<file path="config.mk">
export PLATFORM = sky130hd
export DESIGN_NAME = sum_checker_cmp
export DESIGN_NICKNAME = d
export VERILOG_FILES = /design/src/rtl/sum_checker_cmp.sv
export SDC_FILE = /design/constraint.sdc
export NUM_CORES = 1
export LEC_CHECK = 0
export CORE_AREA = 2 2 39 41
export DETAILED_ROUTE_END_ITERATION = 8
export DIE_AREA = 0 0 41 43
export PLACE_DENSITY = 0.81
export SLEW_MARGIN = 20
export SYNTH_ARGS = -nofsm -noshare
export SYNTH_HDL_FRONTEND = slang
export SYNTH_SLANG_ARGS = --single-unit
export TNS_END_PERCENT = 5
</file>
<file path="constraint.sdc">
create_clock -name vclk -period 3.8
set_clock_uncertainty 0.05 [all_clocks]
set_input_delay 0.76 -clock vclk [all_inputs]
set_output_delay 0.76 -clock vclk [all_outputs]
set_load 0.01 [all_outputs]
</file>
<file path="src/rtl/sum_checker_cmp.sv">
`default_nettype none
// ============================================================================
// Module      : sum_checker_cmp
// Description : Combinational expected-sum and mismatch logic for one beat.
//               The expected sum is a + b in WIDTH+1 bits. Which bits take
//               part in the compare is chosen by the carry mask:
//                 SUM_CHECKER_CARRY_EN defined   -> all WIDTH+1 bits
//                 SUM_CHECKER_CARRY_EN undefined -> low WIDTH bits only;
//                   the carry bit of c is ignored and reported as 0.
// Ports       : a_i, b_i     [WIDTH-1:0] operands
//               c_i          [WIDTH:0]   sum under test
//               mismatch_o               1 = masked sum differs from c
//               c_masked_o   [WIDTH:0]   c with the ignored bits cleared
// Revision    : 1.0 - initial release
// ============================================================================
module sum_checker_cmp #(
    parameter int WIDTH = 8
) (
    input  logic [WIDTH-1:0] a_i,
    input  logic [WIDTH-1:0] b_i,
    input  logic [WIDTH:0]   c_i,
    output logic             mismatch_o,
    output logic [WIDTH:0]   c_masked_o
);

`ifdef SUM_CHECKER_CARRY_EN
    localparam logic [WIDTH:0] C_MASK = {1'b1, {WIDTH{1'b1}}};
`else
    localparam logic [WIDTH:0] C_MASK = {1'b0, {WIDTH{1'b1}}};
`endif

    logic [WIDTH:0] w_expected;

    // Zero-extend before adding so the carry-out lands in the top bit.
    assign w_expected = {1'b0, a_i} + {1'b0, b_i};
    assign mismatch_o = |((w_expected ^ c_i) & C_MASK);
    assign c_masked_o = c_i & C_MASK;

endmodule
`default_nettype wire

</file>
# Word level (Yosys, flattened, before mapping)
# Cells that the tools add are included.
# word_totals
ff_bits,0
latchBits,0
ramBits,0
rom_bits,0
in_bits,25
out_inout_bits,10
elab_cells,3
n_memories,0
# classes
add_sub_neg,1
mul,0
div_mod_pow,0
n_lt_le_gt_ge,0
eq_ne,0
shift,0
muxes,0
bitwise,1
n_reduce_logical,1
# op_table
cell,count
$add 8x8->8,1
$reduce_or 8->1,1
$xor 8x8->8,1

# Logic depth before layout (Yosys ltp)
# logic_depth
ltp_word,3
mapped_depth,7
depth_no_buf,7

# Least setup slack after synthesis
# OpenSTA, ideal clock, no wires.
# synth_timing
kind,in2out
from,input a_i[0]
to,output mismatch_o
t_arrival_ps,2011
required_time_ps,2990
setup_slack_ps,979
path_stages,6
n_path_buf,0
path_cell_list,ha_1 fa_1 nand3_1 a21boi_0 a311o_1 nand4_1
# synth_via
elab_chain_len,3
# synth_lines
item,line_no,source
"start, declared",19,"input logic [WIDTH-1:0] a_i,"
$add 8x8->8,35,"assign w_expected = {1'b0, a_i} + {1'b0, b_i};"
$xor 8x8->8,36,assign mismatch_o = |((w_expected ^ c_i) & C_MASK);
$reduce_or 8->1,36,
"end, declared",22,"output logic mismatch_o,"
# Every way passes these cells.

# Final worst setup path
# Ends and elaborated chain as after synthesis.

==> summary.md <==
| Metric | Value |
|---|---|
| Mapped Cells | 54 |
| RD Place Congestion | between 0.7 and 0.8 |
| Overall die height | between 40 and 50 um |
| Area Growth Syn to Fin | 64.9% |
| Critical path data required time | between 2 and 3 ns |
| Port Buf Inserts | 33 |
| Minimum clock period | 3.59 ns |
| Critical Path AT | between 2 and 3 ns |
| Global-route wire length before repair | 1710 um |
| Vias per cell | approximately 4.8 |
| Row cnt | 14 |
| Die outline width | 41 um |
| Worst min-delay path endpoint | c_masked_o[7] |
| Total power divided by cell area | ~150 mW/mm^2 |
| Yosys Warn Count | 0 |
| Leakage power summed over all cells | about 0.00028 uW |
| Average routed wire per standard cell | 10.5 um |
| Max-cap violation count | 0 |
| Antenna diode count | 0 |
| Post-Syn Nets | slightly below 90 |
| Hold path startpoint | c_i[7] |
| Fmax | ~0.28 GHz |
| Vias in the first global route | around 480 |
| Number of iterations in the first detailed-routing pass | 3 |
| Fin Hold WS | roughly 2.4 ns |
| Critical path launch point type | input port |
| Layout sequential cell count | 0 |
| Count of pins over their slew limit | 0 |
| Sequential cell area fraction in the yosys report | 0 |
| Layout cells sized above 1 | 0.0380 |
| Post-detailed-placement half-perimeter wirelength | ~900 um |
| Storage cell area | 0 sq um |
| Gr usage total | 0.129 |
| Share of the clock period used by the worst path | 0.944 |
| Detailed-route DRC error count | 0 |
| Final hold violation count | 0 |
| Maximum net fanout on the critical path | 2 |
| Most used cells in the layout excluding fill and tap cells | 32 x clkdlybuf4s50_1, 11 x xnor2_1, 7 x ha_1 |
| NumNets Final | about 110 |
| Count of unique library cells instantiated by Yosys | 23 |
| DRC violation total after the first TritonRoute iteration | 2 |
| Die area | 0.00176 sq mm |
| Setup tns final | 0 ns |
| Critical-path cell with the highest stage delay | clkdlybuf4s50_1 |
| Hold Crit Depth | 2 |
| Largest net degree at the start of global routing | 6 |
| Worst Setup Path Type | in -> out |
| Peak supply drop | 0.0000679 V |
| Filler cells | between 100 and 150 |
| Type of element capturing the critical path | primary output |
| Post-DRT Antenna Nets | 0 |
| Number of top-level pins | 35 |
| Post-layout utilization of the core | 0.531 |
| WL final | ~1000 um |
| Final count of negative-setup-slack endpoints | 0 |
| Slowest cell delay on critical path | around 0.40 ns |
| Overflow after GRT | 0 |
| Most frequent standard cell in the layout excluding fill and tap cells | clkdlybuf4s50_1 |
| Worst min-delay path category | in -> out |
| Core region area | roughly 0.0014 sq mm |
| Total via count in the routed design | ~460 |
| Initial Util | 0.322 |
| Synthesized area | around 450 sq um |
| Initial antenna violation count | 0 |
| Final Non-Filler Cells | 95 |
| Area occupied by multi-input gates | 378 sq um |
| Status | completed |
| Sequence of cells on the critical path | clkdlybuf4s50_1 -> ha_1 -> fa_1 -> buf_4 -> xnor2_1 -> nand3_1 -> nor3_1 -> nand4_1 -> dlygate4sd2_1 |
| Post-placement cell count | 95 |
| Post-CTS Setup Bufs | 0 |
| Setup repair after global routing missed its margin | no |
| Post-Synthesis Mean Instance Area | about 8.2 sq um |
| Clock buffer instance count of the final layout | 0 |
-- synth_stat cells, drive strengths merged (2+ instances only) --
master	count	area, sq um
buf	9	67.6
xnor2	11	96.3
nor2	3	11.3
o21ai	3	15.0
a21oi	2	10.0
xor2	3	26.3
nand3	2	10.0
ha	7	87.6
-- per-layer routing --
metal,share of wire,global-route usage
met2,0.46,0.222
met3,0.10,0.0157
met5,0,0
met1,0.41,0.156
met4,0.030,0.0400
-- critical path: cells and delay by family --
family	cells	cell delay, ns
XOR/XNOR	1	0.14
adder cells (fa/ha/maj)	2	0.62
buffers and inverters	3	0.85
AND/OR/NAND/NOR	3	0.41
-- logic make-up (layout without fill, tap and decap cells) --
logic type	count (synthesis)	in the layout	synth area share
and+or+nand+nor	10	10	0.110
buffers and inverters	9	34	0.152
adders and majority gates	8	8	0.242
AOI/OAI and AO/OA	12	12	0.213
xor gates and xnor gates	14	14	0.275
other	1	1	0.00842
-- where the power goes --
group | total, uW | switching (uW) | internal, uW
Clock | 0 | 0 | 0
Sequential | 0 | 0 | 0
Combinational | 107 | 43.3 | 63.6
Total | 107 | 43.3 | 63.6
-- through the flow --
| stage | worst slack, ns | instance area [sq um] | total power [uW] |
|---|---|---|---|
| after floorplan | 0.979 | 445 | 67.8 |
| after global placement | 0.0126 | 736 | 104 |
| after detailed placement | -0.0164 | 736 | 107 |
| after CTS | 0.207 | 734 | 107 |
| after global routing | 0.0326 | 734 | 118 |
| final | 0.213 | 734 | 107 |
-- worst max path at each step --
| stage | startpoint | endpoint | slack (ns) | depth (start not counted) |
|---|---|---|---|---|
| 3_5_place_dp | a_i[1] | mismatch_o | -0.02 | 8 |
| 3_3_place_gp | a_i[0] | mismatch_o | 0.01 | 8 |
| 4_1_cts | a_i[0] | mismatch_o | 0.21 | 9 |
| 5_1_grt | a_i[1] | mismatch_o | 0.03 | 8 |
| 2_1_floorplan | a_i[0] | mismatch_o | 0.98 | 6 |
| 6_report | a_i[0] | mismatch_o | 0.21 | 9 |
-- final cells by class --
cell class | count | area share
multi-input combinational | 45 | 0.514
timing repair buffer | 34 | 0.458
tap | 16 | 0.0273
-- repair_timing --
| action | 4_1_cts | 5_1_grt |
|---|---|---|
| endpoints found under the hold margin | 0 | 0 |
| resized for setup | 1 | 0 |
| setup endpoints to repair | 1 | 0 |
| hold buffers | 0 | 0 |
(Power assumes the default switching activity.)
